==> src/rtl/pipe_fwd_regs.sv <==
// pipe_fwd_regs
// ------------------------------------------------------------------------
// Datapath half of the pipelined CPU. It holds the ID/EX, EX/MEM and
// MEM/WB pipeline registers, builds the forwarded ALU operands and store
// data, and hands the EX/MEM destination information back to the
// control unit so it can detect hazards.
//
// Configuration macro:
//   FWD_WB_EN  - when defined, a register-file operand (select 00) and the
//                store data take wb_wdata if the source register matches
//                the instruction being written back. This adds input id_rs.
//                When undefined the register file must write-through.
//
// Ports:
//   clk, rst            clock, synchronous active-high reset
//   id_wir              ID/EX load enable (0 = stall, load a bubble)
//   id_sela, id_selb    operand selects (00 reg, 01 sa/imm, 10 EX, 11 MEM)
//   id_wreg/m2reg/wmem  decoded ID controls
//   id_aluc             ALU op
//   id_wn, id_rt        ID destination and rt register numbers
//   id_rs               ID rs register number (FWD_WB_EN only)
//   id_qa, id_qb        register-file read data
//   id_sa, id_imm       extended shift amount and immediate
//   ex_alu_r            ALU result of the instruction in EX
//   mem_rdata           data-memory read data of the instruction in MEM
//   ex_*, EX*           ID/EX register outputs
//   mem_*, MEM*         EX/MEM register outputs
//   wb_*                MEM/WB register outputs (register-file write port)
// ------------------------------------------------------------------------
module pipe_fwd_regs #(
    parameter int DW = 32,
    parameter int RW = 5
) (
    input  logic          clk,
    input  logic          rst,
    input  logic          id_wir,
    input  logic [1:0]    id_sela,
    input  logic [1:0]    id_selb,
    input  logic          id_wreg,
    input  logic          id_m2reg,
    input  logic          id_wmem,
    input  logic [3:0]    id_aluc,
    input  logic [RW-1:0] id_wn,
    input  logic [RW-1:0] id_rt,
`ifdef FWD_WB_EN
    input  logic [RW-1:0] id_rs,
`endif
    input  logic [DW-1:0] id_qa,
    input  logic [DW-1:0] id_qb,
    input  logic [DW-1:0] id_sa,
    input  logic [DW-1:0] id_imm,
    input  logic [DW-1:0] ex_alu_r,
    input  logic [DW-1:0] mem_rdata,
    output logic [DW-1:0] ex_a,
    output logic [DW-1:0] ex_b,
    output logic [3:0]    ex_aluc,
    output logic [DW-1:0] ex_sdata,
    output logic          EXwreg,
    output logic          EXm2reg,
    output logic [RW-1:0] EXwn,
    output logic          mem_wmem,
    output logic [DW-1:0] mem_addr,
    output logic [DW-1:0] mem_sdata,
    output logic          MEMwreg,
    output logic [RW-1:0] MEMwn,
    output logic          wb_wreg,
    output logic [RW-1:0] wb_wn,
    output logic [DW-1:0] wb_wdata
);

    // ID/EX stage registers
    logic [DW-1:0] ex_a_q, ex_a_d;
    logic [DW-1:0] ex_b_q, ex_b_d;
    logic [DW-1:0] ex_sdata_q, ex_sdata_d;
    logic [3:0]    ex_aluc_q, ex_aluc_d;
    logic          ex_wreg_q, ex_wreg_d;
    logic          ex_m2reg_q, ex_m2reg_d;
    logic          ex_wmem_q, ex_wmem_d;
    logic [RW-1:0] ex_wn_q, ex_wn_d;

    // EX/MEM stage registers
    logic          mem_wreg_q, mem_wreg_d;
    logic          mem_m2reg_q, mem_m2reg_d;
    logic          mem_wmem_q, mem_wmem_d;
    logic [RW-1:0] mem_wn_q, mem_wn_d;
    logic [DW-1:0] mem_addr_q, mem_addr_d;
    logic [DW-1:0] mem_sdata_q, mem_sdata_d;

    // MEM/WB stage registers
    logic          wb_wreg_q, wb_wreg_d;
    logic [RW-1:0] wb_wn_q, wb_wn_d;
    logic [DW-1:0] wb_wdata_q, wb_wdata_d;

    // Combinational operand network
    logic [DW-1:0] memFwd;
    logic [DW-1:0] regA;
    logic [DW-1:0] regB;
    logic [DW-1:0] muxA;
    logic [DW-1:0] muxB;
    logic [DW-1:0] storeData;

    // The value the MEM-stage instruction will write back: the loaded word
    // for a load, otherwise the ALU result it carries as its address.
    assign memFwd = mem_m2reg_q ? mem_rdata : mem_addr_q;

    // Register-file operands, optionally bypassed from the write-back stage
    // so the register file itself does not need write-through.
    always_comb begin
        regA = id_qa;
        regB = id_qb;
`ifdef FWD_WB_EN
        if (wb_wreg_q && (id_rs == wb_wn_q)) begin
            regA = wb_wdata_q;
        end
        if (wb_wreg_q && (id_rt == wb_wn_q)) begin
            regB = wb_wdata_q;
        end
`endif
    end

    // Operand selection driven by the control unit's select codes.
    always_comb begin
        muxA = regA;
        muxB = regB;
        case (id_sela)
            2'b00:   muxA = regA;
            2'b01:   muxA = id_sa;
            2'b10:   muxA = ex_alu_r;
            default: muxA = memFwd;
        endcase
        case (id_selb)
            2'b00:   muxB = regB;
            2'b01:   muxB = id_imm;
            2'b10:   muxB = ex_alu_r;
            default: muxB = memFwd;
        endcase
    end

    // Store data only needs a MEM forward: a dependency on the EX stage is
    // resolved by the control unit stalling, never by this path.
    always_comb begin
        storeData = regB;
        if (mem_wreg_q && (id_rt == mem_wn_q)) begin
            storeData = memFwd;
        end
    end

    // Next-state for all three stages. A stalled ID/EX loads an all-zero
    // bubble; EX/MEM and MEM/WB always advance so the pipe keeps draining.
    always_comb begin
        ex_a_d      = '0;
        ex_b_d      = '0;
        ex_sdata_d  = '0;
        ex_aluc_d   = '0;
        ex_wreg_d   = 1'b0;
        ex_m2reg_d  = 1'b0;
        ex_wmem_d   = 1'b0;
        ex_wn_d     = '0;
        if (id_wir) begin
            ex_a_d     = muxA;
            ex_b_d     = muxB;
            ex_sdata_d = storeData;
            ex_aluc_d  = id_aluc;
            ex_wreg_d  = id_wreg;
            ex_m2reg_d = id_m2reg;
            ex_wmem_d  = id_wmem;
            ex_wn_d    = id_wn;
        end

        mem_wreg_d  = ex_wreg_q;
        mem_m2reg_d = ex_m2reg_q;
        mem_wmem_d  = ex_wmem_q;
        mem_wn_d    = ex_wn_q;
        mem_addr_d  = ex_alu_r;
        mem_sdata_d = ex_sdata_q;

        wb_wreg_d   = mem_wreg_q;
        wb_wn_d     = mem_wn_q;
        wb_wdata_d  = memFwd;
    end

    // Pipeline registers; reset clears every stage to a bubble and takes
    // priority over a stall.
    always_ff @(posedge clk) begin
        if (rst) begin
            ex_a_q      <= '0;
            ex_b_q      <= '0;
            ex_sdata_q  <= '0;
            ex_aluc_q   <= '0;
            ex_wreg_q   <= 1'b0;
            ex_m2reg_q  <= 1'b0;
            ex_wmem_q   <= 1'b0;
            ex_wn_q     <= '0;
            mem_wreg_q  <= 1'b0;
            mem_m2reg_q <= 1'b0;
            mem_wmem_q  <= 1'b0;
            mem_wn_q    <= '0;
            mem_addr_q  <= '0;
            mem_sdata_q <= '0;
            wb_wreg_q   <= 1'b0;
            wb_wn_q     <= '0;
            wb_wdata_q  <= '0;
        end else begin
            ex_a_q      <= ex_a_d;
            ex_b_q      <= ex_b_d;
            ex_sdata_q  <= ex_sdata_d;
            ex_aluc_q   <= ex_aluc_d;
            ex_wreg_q   <= ex_wreg_d;
            ex_m2reg_q  <= ex_m2reg_d;
            ex_wmem_q   <= ex_wmem_d;
            ex_wn_q     <= ex_wn_d;
            mem_wreg_q  <= mem_wreg_d;
            mem_m2reg_q <= mem_m2reg_d;
            mem_wmem_q  <= mem_wmem_d;
            mem_wn_q    <= mem_wn_d;
            mem_addr_q  <= mem_addr_d;
            mem_sdata_q <= mem_sdata_d;
            wb_wreg_q   <= wb_wreg_d;
            wb_wn_q     <= wb_wn_d;
            wb_wdata_q  <= wb_wdata_d;
        end
    end

    assign ex_a      = ex_a_q;
    assign ex_b      = ex_b_q;
    assign ex_aluc   = ex_aluc_q;
    assign ex_sdata  = ex_sdata_q;
    assign EXwreg    = ex_wreg_q;
    assign EXm2reg   = ex_m2reg_q;
    assign EXwn      = ex_wn_q;
    assign mem_wmem  = mem_wmem_q;
    assign mem_addr  = mem_addr_q;
    assign mem_sdata = mem_sdata_q;
    assign MEMwreg   = mem_wreg_q;
    assign MEMwn     = mem_wn_q;
    assign wb_wreg   = wb_wreg_q;
    assign wb_wn     = wb_wn_q;
    assign wb_wdata  = wb_wdata_q;

endmodule

==> config.mk <==
export PLATFORM = sky130hd
export DESIGN_NAME = pipe_fwd_regs
export DESIGN_NICKNAME = d
export VERILOG_FILES = /design/src/rtl/pipe_fwd_regs.sv
export SDC_FILE = /design/constraint.sdc
export NUM_CORES = 1
export LEC_CHECK = 0
export ABC_AREA = 1
export BUFFER_PORTS_ARGS = -buffer_cell sky130_fd_sc_hd__clkbuf_2
export CORE_AREA = 2 2 169 171
export CTS_CLUSTER_SIZE = 40
export DETAILED_ROUTE_END_ITERATION = 10
export DIE_AREA = 0 0 171 173
export PLACE_DENSITY = 0.6
export SLEW_MARGIN = 20
export SYNTH_ARGS = -nofsm -noshare
export SYNTH_HDL_FRONTEND = slang
export SYNTH_SLANG_ARGS = --single-unit
==> constraint.sdc <==
create_clock -name clk -period 3.38 [get_ports clk]
set_clock_uncertainty 0.2 [all_clocks]
set_input_delay 0.507 -clock clk [delete_from_list [all_inputs] [get_ports clk]]
set_output_delay 0.507 -clock clk [all_outputs]
set_load 0.03 [all_outputs]
==> results of run 1 <==
cell families (layout without fill, tap and decap cells):
logic type	Yosys count	count (layout)	synth area share, %
and+or+nand+nor	491	491	22.6
buffers and inverters	230	661	11.5
xor gates and xnor gates	1	1	0.105
DFF	218	218	52.2
AOI/OAI and AO/OA	212	212	13.6
other	0	4	0
final timing paths:
path | end | depth (start not counted) | slack (ns)
max | ex_a[10] | 5 | 1.31
min | ex_a[31] | 3 | 0.02
max reg2reg | ex_a[10] | 5 | 1.31
min reg2reg | mem_wmem | 2 | 0.20
critical path: stages (launching register included):
cell and delay [ns]:
dfxtp_1 0.63, buf_4 0.39, nand2_1 0.12, nand2_1 0.26, o21ai_0 0.16, a31oi_1 0.21
layout make-up:
cell class | instances | area (um2)
clock inverter | 15 | 259
inverter | 159 | 597
tap | 378 | 473
clock buffer | 30 | 684
antenna | 4 | 10.0
fill | 2929 | 15800
timing repair buffer | 457 | 2390
sequential | 218 | 4360
multi-input combinational | 704 | 3050
sequential cells by signal, summed over array words and instances (netlist names):
register / count
MEMwreg: 1
EXwn: 5
mem_wmem: 1
ex_aluc: 4
wb_wdata: 32
ex_wmem_q: 1
ex_b: 32
mem_m2reg_q: 1
wb_wn: 5
ex_a: 32
MEMwn: 5
ex_sdata: 32
EXm2reg: 1
mem_sdata: 32
wb_wreg: 1
mem_addr: 32
EXwreg: 1
metal layers:
| layer | wire length [um] | GRT usage [%] |
|---|---|---|
| met5 | 0 | 0 |
| met2 | 16600 | 38.0 |
| met3 | 2410 | 3.73 |
| met4 | 788 | 6.50 |
| met1 | 16900 | 34.4 |
power by group:
part	leakage [nW]	switching [W]	total [W]	internal [W]
Sequential	1.79	0.0000511	0.00273	0.00268
Clock	0.461	0.00113	0.00311	0.00197
Combinational	3.93	0.000648	0.000922	0.000274
per-stage QoR:
stage | setup WS, ns | area (um2) | hold slack [ns] | instances
floorplan | 1.79 | 8360 | 0.188 | 1152
global placement | 0.736 | 10800 | 0.196 | 1906
detailed placement | 0.840 | 10800 | 0.200 | 1906
CTS | 1.34 | 11800 | 0.000259 | 1961
global route | 1.15 | 11800 | 0.00934 | 1965
finish | 1.31 | 11800 | 0.0176 | 1965
what timing repair did:
| action | CTS | global route |
|---|---|---|
| hold endpoints to repair | 10 | 0 |
| hold buffers | 10 | 0 |
| gates resized for setup | 0 | 0 |
synth_stat cells (all sizes together):
cell    count
a21oi      20
a31oi      64
buf        35
clkbuf     36
dfxtp     218
inv       159
nand2     309
nand3      15
nor2      167
o21ai     128
xor2        1
layout by cell type (no fill, tap or decap), types with 5 or more instances in the layout:
cell	instances
clkbuf_2	430
nand2_1	308
dfxtp_1	218
nor2_1	159
inv_1	155
o21ai_0	113
a31oi_1	64
clkbuf_16	25
a21oi_1	20
buf_4	16
o21ai_1	15
nand3_1	14
dlygate4sd3_1	10
nor2_2	7
bufinv_16	7
clkinv_2	5
==> results.tsv, run 1 <==
stage	metric	value	unit
clock_network	CTS root buf	clkbuf_16	
final_layout	Area Growth Syn to Fin	41.5	%
placement	post-DP HPWL	28900	um
yosys	post-synthesis register bit count	218	
critical_path	crit path max fanout	21	
outcome	status	finished, final reports clean	
drt	DRT iter0 DRCs	515	
die	core area	0.0276	mm2
die	IO Pins	432	
critical_path	CP required	3.62	ns
timing	Hold Violations, Final	0	
global_routing	global-route wire length before repair	54000	um
drt	routed wire length	36800	um
yosys	Syn Nets	1368	
timing	period utilization	61.1	%
run	max-cap violations	0	
timing	worst slew pin tran	1.05	ns
critical_path	CP endpoint kind	flop	
clock_network	CTS tree	yes	
placement	gpl congestion	0.904	
yosys	Cell Area, Synth	0.00836	mm2
timing	Slew Viols, Final	0	
power_and_ir_drop	worst vdd ir	0.000287	V
die	die height	173	um
global_routing	vias in the first global route	8581	
drt	drt wl/cell	18.7	um
global_routing	antenna violations before repair	4	
yosys	Yosys top cell by area	dfxtp_1	
timing	setup_tns	0	ns
timing	FMAX	484	MHz
drt	Pre-antenna DRT Iters	5	
clock_network	H-tree level count	1	
clock_network	Skew-Pair Late Insertion Delay	0.52	ns
yosys	sequential-to-total area share from yosys stat	52.2	%
critical_path	worst setup path class	flop to flop	
critical_path	worst r2r src	mem_m2reg_q	
drt	Post-route DRC	0	
die	Die ar.	0.0296	mm2
power_and_ir_drop	Power Total	0.00676	W
yosys	synthesized netlist cell count	1152	
drt	antenna-violating nets left	0	
drt	vias	8885	
yosys	Netlist cell types	18	
min_path	hold path start	id_sa[31]	
yosys	top cell type's share of synthesized area	52.2	%
clock_network	postcts setup bufs	0	
power_and_ir_drop	leakage	6.18	nW
die	Die Span X	171	um
yosys	Synth area leaders	dfxtp_1 52%, nand2_1 14%, nor2_1 7.2%, inv_1 7.0%, o21ai_0 6.8%	
placement	IO buf count	431	
clock_network	Clock Tree Buf Depth	3	
timing	Slew headroom	30.0	%
min_path	hold crit path type	input port to flop	
timing	Tmin final	2.07	ns
power_and_ir_drop	PwrDens	572	mW/mm2
clock_network	clk slew on worst S/H paths	0.07	ns
yosys	synth warn	0	
final_layout	Final nets	1781	
die	initial core utilization	30.3	%
final_layout	share of cells above drive strength 1	31.9	%
final_layout	final core occ	42.8	%
critical_path	Startpoint Class	flop	
clock_network	clock sink count	218	
drt	vias per cell	4.52	
critical_path	Worst EP arrival	2.31	ns
clock_network	CTS buffer count	25	
global_routing	grt total ovfl	0	
timing	unrepaired setup endpoints after global routing	false	
global_routing	pin count of the biggest net entering global routing	52	
critical_path	crit path launch	mem_m2reg_q	
yosys	Avg Cell Area, Syn	7.26	um2
timing	final setup fails	0	
global_routing	total track usage	24.2	%
die	# rows	61	
Power figures use the tool's default switching activity.
==> inputs of run 2 (changes only) <==
--- a/config.mk
+++ b/config.mk
@@ -11,7 +11,7 @@
 export CTS_CLUSTER_SIZE = 40
 export DETAILED_ROUTE_END_ITERATION = 10
 export DIE_AREA = 0 0 171 173
-export PLACE_DENSITY = 0.6
+export PLACE_DENSITY = 0.62
 export SLEW_MARGIN = 20
 export SYNTH_ARGS = -nofsm -noshare
 export SYNTH_HDL_FRONTEND = slang
==> constraint.sdc (replaced) <==
create_clock -name clk -period 1.7 [get_ports clk]
set_clock_uncertainty 0.2 [all_clocks]
set_input_delay 0.255 -clock clk [delete_from_list [all_inputs] [get_ports clk]]
set_output_delay 0.255 -clock clk [all_outputs]
set_load 0.03 [all_outputs]
==> run 2 against run 1 <==
  * Largest cell class is now buffers
  * Clock power grew 74%
  * Largest power group is now sequential cells
  * Final cell count grew 10%
  * Critical endpoint is now ex_b[17]
  * Critical path depth rose by 1
  * Register-to-register slack got worse by 1.2 ns
==> results.tsv, run 2 (synthesized netlist as in run 1, its figures left out) <==
stage	metric	value	unit
timing	FMAX	607	MHz
critical_path	Worst EP arrival	1.85	ns
clock_network	CTS buffer count	25	
timing	period utilization	96.9	%
final_layout	area of the multi-input gates	0.00305	mm2
placement	IO buf count	431	
critical_path	crit path launch	id_selb[1]	
min_path	hold path start	id_sela[0]	
global_routing	antenna violations before repair	1	
final_layout	Area Growth Syn to Fin	65.6	%
outcome	status	finished, final reports clean	
die	IO Pins	432	
final_layout	share of cells above drive strength 1	28.8	%
power_and_ir_drop	PwrDens	949	mW/mm2
die	initial core utilization	30.3	%
clock_network	clk slew on worst S/H paths	0.06	ns
power_and_ir_drop	worst vdd ir	0.000611	V
global_routing	global-route wire length before repair	59200	um
clock_network	H-tree level count	1	
die	core area	0.0276	mm2
global_routing	grt total ovfl	0	
min_path	hold crit path type	input port to flop	
final_layout	Fill cells	2729	
critical_path	worst r2r src	mem_m2reg_q	
critical_path	crit path max fanout	15	
die	die height	173	um
critical_path	worst setup path class	input port to flop	
critical_path	Crit-path slowest cell	dlygate4sd3_1	
drt	Pre-antenna DRT Iters	5	
critical_path	Startpoint Class	input port	
critical_path	CP Cell Sequence	dlygate4sd3_1, clkbuf_2, nor2_2, buf_4, nand2_1, a31oi_1	
global_routing	vias in the first global route	9862	
power_and_ir_drop	leakage	7.02	nW
final_layout	area occupied by registers	0.00436	mm2
global_routing	total track usage	26.4	%
timing	Tmin final	1.65	ns
run	max-cap violations	0	
clock_network	Skew-Pair Late Insertion Delay	0.52	ns
drt	antenna-violating nets left	0	
critical_path	CP required	1.90	ns
drt	Post-route DRC	0	
clock_network	CTS root buf	clkbuf_16	
critical_path	CP endpoint kind	flop	
drt	DRT iter0 DRCs	836	
timing	Slew headroom	63.3	%
drt	vias	10100	
final_layout	most frequent cells in the layout	430 x clkbuf_2, 308 x nand2_1, 218 x dfxtp_1, 200 x dlygate4sd3_1, 158 x nor2_1	
drt	drt wl/cell	18.6	um
drt	vias per cell	4.65	
final_layout	Final nets	1987	
timing	worst slew pin tran	0.551	ns
timing	unrepaired setup endpoints after global routing	false	
critical_path	CP max stage delay	0.53	ns
clock_network	CTS tree	yes	
placement	gpl congestion	0.927	
timing	final setup fails	0	
clock_network	clock sink count	218	
timing	Hold WS	0.0240	ns
drt	routed wire length	40300	um
timing	Hold Violations, Final	0	
die	Die ar.	0.0296	mm2
clock_network	Clock Tree Buf Depth	3	
placement	post-DP HPWL	29800	um
global_routing	pin count of the biggest net entering global routing	111	
timing	Slew Viols, Final	0	
timing	setup_tns	0	ns
die	# rows	61	
final_layout	commonest non-fill, non-tap cell in the layout	clkbuf_2	
die	Die Span X	171	um
==> run 2: cell count changes in the layout (fill, tap and decap cells not counted), sizes merged <==
| cell | previous run | this run |
|---|---|---|
| diode | 4 | 1 |
| bufinv | 7 | 2 |
| clkinvlp | 2 | 3 |
| clkbuf | 460 | 467 |
| dlygate4sd3 | 10 | 200 |
| buf | 17 | 33 |
| clkinv | 6 | 2 |
==> run 2: repair_timing <==
| action | 4_1_cts | 5_1_grt |
|---|---|---|
| endpoints found under the hold margin | 166 | 0 |
| hold buffers | 200 | 0 |
| resized for setup | 0 | 3 |
| buffers inserted | 0 | 0 |
| setup endpoints to repair | 0 | 3 |
==> run 2: path summary, 6_finish.rpt <==
path,slack [ns],to,cells after the start
max,0.05,ex_b[17],6
min,0.02,ex_a[31],5
max reg2reg,0.11,ex_a[7],6
min reg2reg,0.22,mem_wmem,2
==> run 2: worst max-delay path, delay by kind of cell <==
| family | cells | cell delay (ns) |
|---|---|---|
| buf+inv | 3 | 0.99 |
| compound gates | 1 | 0.30 |
| simple gates | 2 | 0.29 |
==> run 2: area by class of cell <==
cell class	count	area share, %
clock inverter	7	0.669
multi-input combinational	704	22.1
clock buffer	37	5.21
tap	378	3.42
inverter	159	4.31
antenna	1	0.0181
sequential	218	31.5
timing repair buffer	663	32.8
==> run 2: metal layers <==
| metal | global-route usage, % | part of all wire, % | up-vias |
|---|---|---|---|
| met5 | 0 | 0 | - |
| met4 | 9.71 | 3.7 | 0 |
| met1 | 37.0 | 45 | 4619 |
| met2 | 40.8 | 44 | 553 |
| met3 | 4.05 | 7.5 | 105 |
| li1 | - | - | 4800 |
==> run 2: power by group <==
group	internal, W	switching (W)
Clock	0.00322	0.00219
Combinational	0.000874	0.00140
Sequential	0.00533	0.000113
Total	0.00943	0.00370
==> run 2: through the flow <==
| stage | setup slack (ns) | instances | cell area [um2] | utilization, % | total power [W] |
|---|---|---|---|---|---|
| final | 0.0523 | 2167 | 13800 | 50.1 | 0.0131 |
| after CTS | 0.0338 | 2166 | 13800 | 50.1 | 0.0132 |
| after detailed placement | 0.0615 | 1922 | 11000 | 39.9 | 0.00741 |
| after global placement | 0.0750 | 1922 | 11000 | 39.9 | 0.00741 |
| after floorplan | 0.111 | 1152 | 8360 | - | 0.00653 |
| after global routing | 0.00515 | 2167 | 13800 | 50.1 | 0.0136 |
==> inputs of run 3 (changes only) <==
==> constraint.sdc (replaced) <==
create_clock -name clk -period 1.7 [get_ports clk]
set_clock_uncertainty 0.2 [all_clocks]
set_input_delay 0.425 -clock clk [delete_from_list [all_inputs] [get_ports clk]]
set_output_delay 0.425 -clock clk [all_outputs]
set_load 0.05 [all_outputs]
==> run 3 against run 2 <==
  * Clock power rose by 4.1%
  * Highest routed layer unchanged
  * Largest power group is now clock
  * Core utilization grew 5.9 points
  * Routed wire length rose by 0.64%
  * Global-route usage down 0.11 points
  * Sequential share of layout area down 2.5 points
  * Total power rose by 6.8%
  * Die area unchanged
  * Fmax shrank 2.9%
  * Worst hold slack worse by 0.0066 ns
==> results.tsv, run 3 (synthesized netlist as in run 1, its figures left out) <==
stage	metric	value	unit
placement	gpl congestion	0.923	
clock_network	CTS root buf	clkbuf_16	
critical_path	Startpoint Class	flop	
placement	post-DP HPWL	28600	um
critical_path	CP endpoint kind	output port	
global_routing	global-route wire length before repair	59700	um
min_path	Hold Path Depth	3	
global_routing	grt total ovfl	0	
run	max-cap violations	0	
clock_network	Clock Tree Buf Depth	3	
timing	worst slew pin tran	0.530	ns
min_path	hold crit path type	input port to flop	
placement	worst slack at placement	-0.0766	ns
critical_path	CP required	1.07	ns
global_routing	pin count of the biggest net entering global routing	111	
timing	final setup fails	0	
critical_path	Top delay family on crit path	flip-flops	
die	IO Pins	432	
critical_path	Worst EP arrival	1.07	ns
die	# rows	61	
final_layout	most frequent cells in the layout	303 x nand2_1, 214 x clkbuf_2, 163 x dlygate4sd3_1, 157 x nor2_1, 154 x inv_1	
timing	period utilization	99.8	%
critical_path	CP max stage delay	0.39	ns
drt	vias per cell	4.71	
final_layout	commonest non-fill, non-tap cell in the layout	nand2_1	
power_and_ir_drop	worst vdd ir	0.000782	V
final_layout	Final nets	1974	
final_layout	Area Growth Syn to Fin	85.0	%
timing	Hold Violations, Final	0	
power_and_ir_drop	PwrDens	907	mW/mm2
die	core area	0.0276	mm2
global_routing	vias in the first global route	10200	
critical_path	Crit-path slowest cell	dfxtp_2	
global_routing	total track usage	26.3	%
drt	drt wl/cell	18.8	um
min_path	hold path endpoint	ex_b[23]	
die	die height	173	um
clock_network	clk slew on worst S/H paths	0.06	ns
min_path	hold path start	id_imm[23]	
outcome	status	finished, final reports clean	
timing	Final WS setup	0.00353	ns
drt	Post-route DRC	0	
critical_path	worst reg2reg endpoint	ex_sdata[4]	
critical_path	Reg2Reg Depth	9	
clock_network	H-tree level count	1	
clock_network	Skew-Pair Late Insertion Delay	0.53	ns
critical_path	Buf+Inv Stages, Crit Path	1	
global_routing	antenna violations before repair	4	
power_and_ir_drop	leakage	7.51	nW
drt	routed wire length	40600	um
drt	vias	10200	
die	initial core utilization	30.3	%
timing	Slew headroom	64.7	%
critical_path	worst reg2reg setup slack	0.04	ns
clock_network	CTS tree	yes	
clock_network	CTS buffer count	27	
critical_path	CP Cell Sequence	buf_8	
drt	antenna-violating nets left	0	
critical_path	worst r2r src	MEMwn[4]	
die	Die Span X	171	um
timing	Hold WS	0.0173	ns
timing	unrepaired setup endpoints after global routing	true	
clock_network	clock sink count	218	
placement	IO buf count	431	
critical_path	worst setup path class	flop to output port	
final_layout	Fill cells	2474	
timing	Tmin final	1.70	ns
critical_path	crit path max fanout	3	
drt	DRT iter0 DRCs	836	
timing	FMAX	589	MHz
drt	Pre-antenna DRT Iters	6	
final_layout	share of cells above drive strength 1	36.0	%
timing	Slew Viols, Final	0	
die	Die ar.	0.0296	mm2
run 3: cell types whose count changed in the layout (fill, tap and decap cells not counted), sizes merged:
cell	delta
buf	+149
clkbuf	-128
clkinv	+6
clkinvlp	-1
diode	+2
dlygate4sd3	-37
run 3: area by class of cell:
type	count	area, um2	share of cell area, %
Clock buffer	36	749	4.84
Antenna cell	3	7.51	0.0485
Inverter	159	597	3.86
Multi-Input combinational cell	704	3070	19.8
Sequential cell	218	4490	29.0
Tap cell	378	473	3.06
Timing Repair Buffer	648	5970	38.6
Clock inverter	12	119	0.768
run 3: report_power, final:
group / leakage [nW] / switching (W) / internal (W)
combinational: 5.26 / 0.00174 / 0.00116
sequential: 1.82 / 0.000144 / 0.00535
clock: 0.427 / 0.00225 / 0.00338
run 3: through the flow:
stage	std cells	instance area, um2	total power [W]	setup TNS (ns)	utilization, %
final	2158	15500	0.0140	0	56.0
after global routing	2158	15500	0.0145	-0.237	56.0
after CTS	2148	15200	0.0140	-0.0476	55.0
after detailed placement	1937	11200	0.00777	-0.399	40.5
after global placement	1937	11200	0.00776	-0.0767	40.5
after floorplan	1152	8370	0.00686	0	-
run 3: timing repair:
item                                    CTS  global route
pin swaps                                 0             9
setup buffers                             0             4
gates cloned                              0             3
endpoints found under the setup margin  216           138
hold buffers                            163             0
endpoints found under the hold margin   137             0
resized for setup                       418           171
run 3: how the worst max path moves through the flow:
stage                           from            to  slack (ns)  cells past startpoint
after detailed placement  id_sela[0]       ex_a[2]       -0.08                      6
after global placement    id_sela[0]       ex_a[2]       -0.08                      6
final                        MEMwreg       MEMwreg       0.004                      1
after CTS                   ex_b[18]      ex_b[18]       -0.02                      1
after global routing        MEMwn[3]   ex_sdata[4]       -0.03                      9
after floorplan             MEMwn[2]  ex_sdata[14]       0.008                      8
run 3: metal layers:
metal	wire, um	track usage, %
met2	18700	42.6
met5	0	0
met3	2980	4.28
met4	1810	11.4
met1	17100	34.3
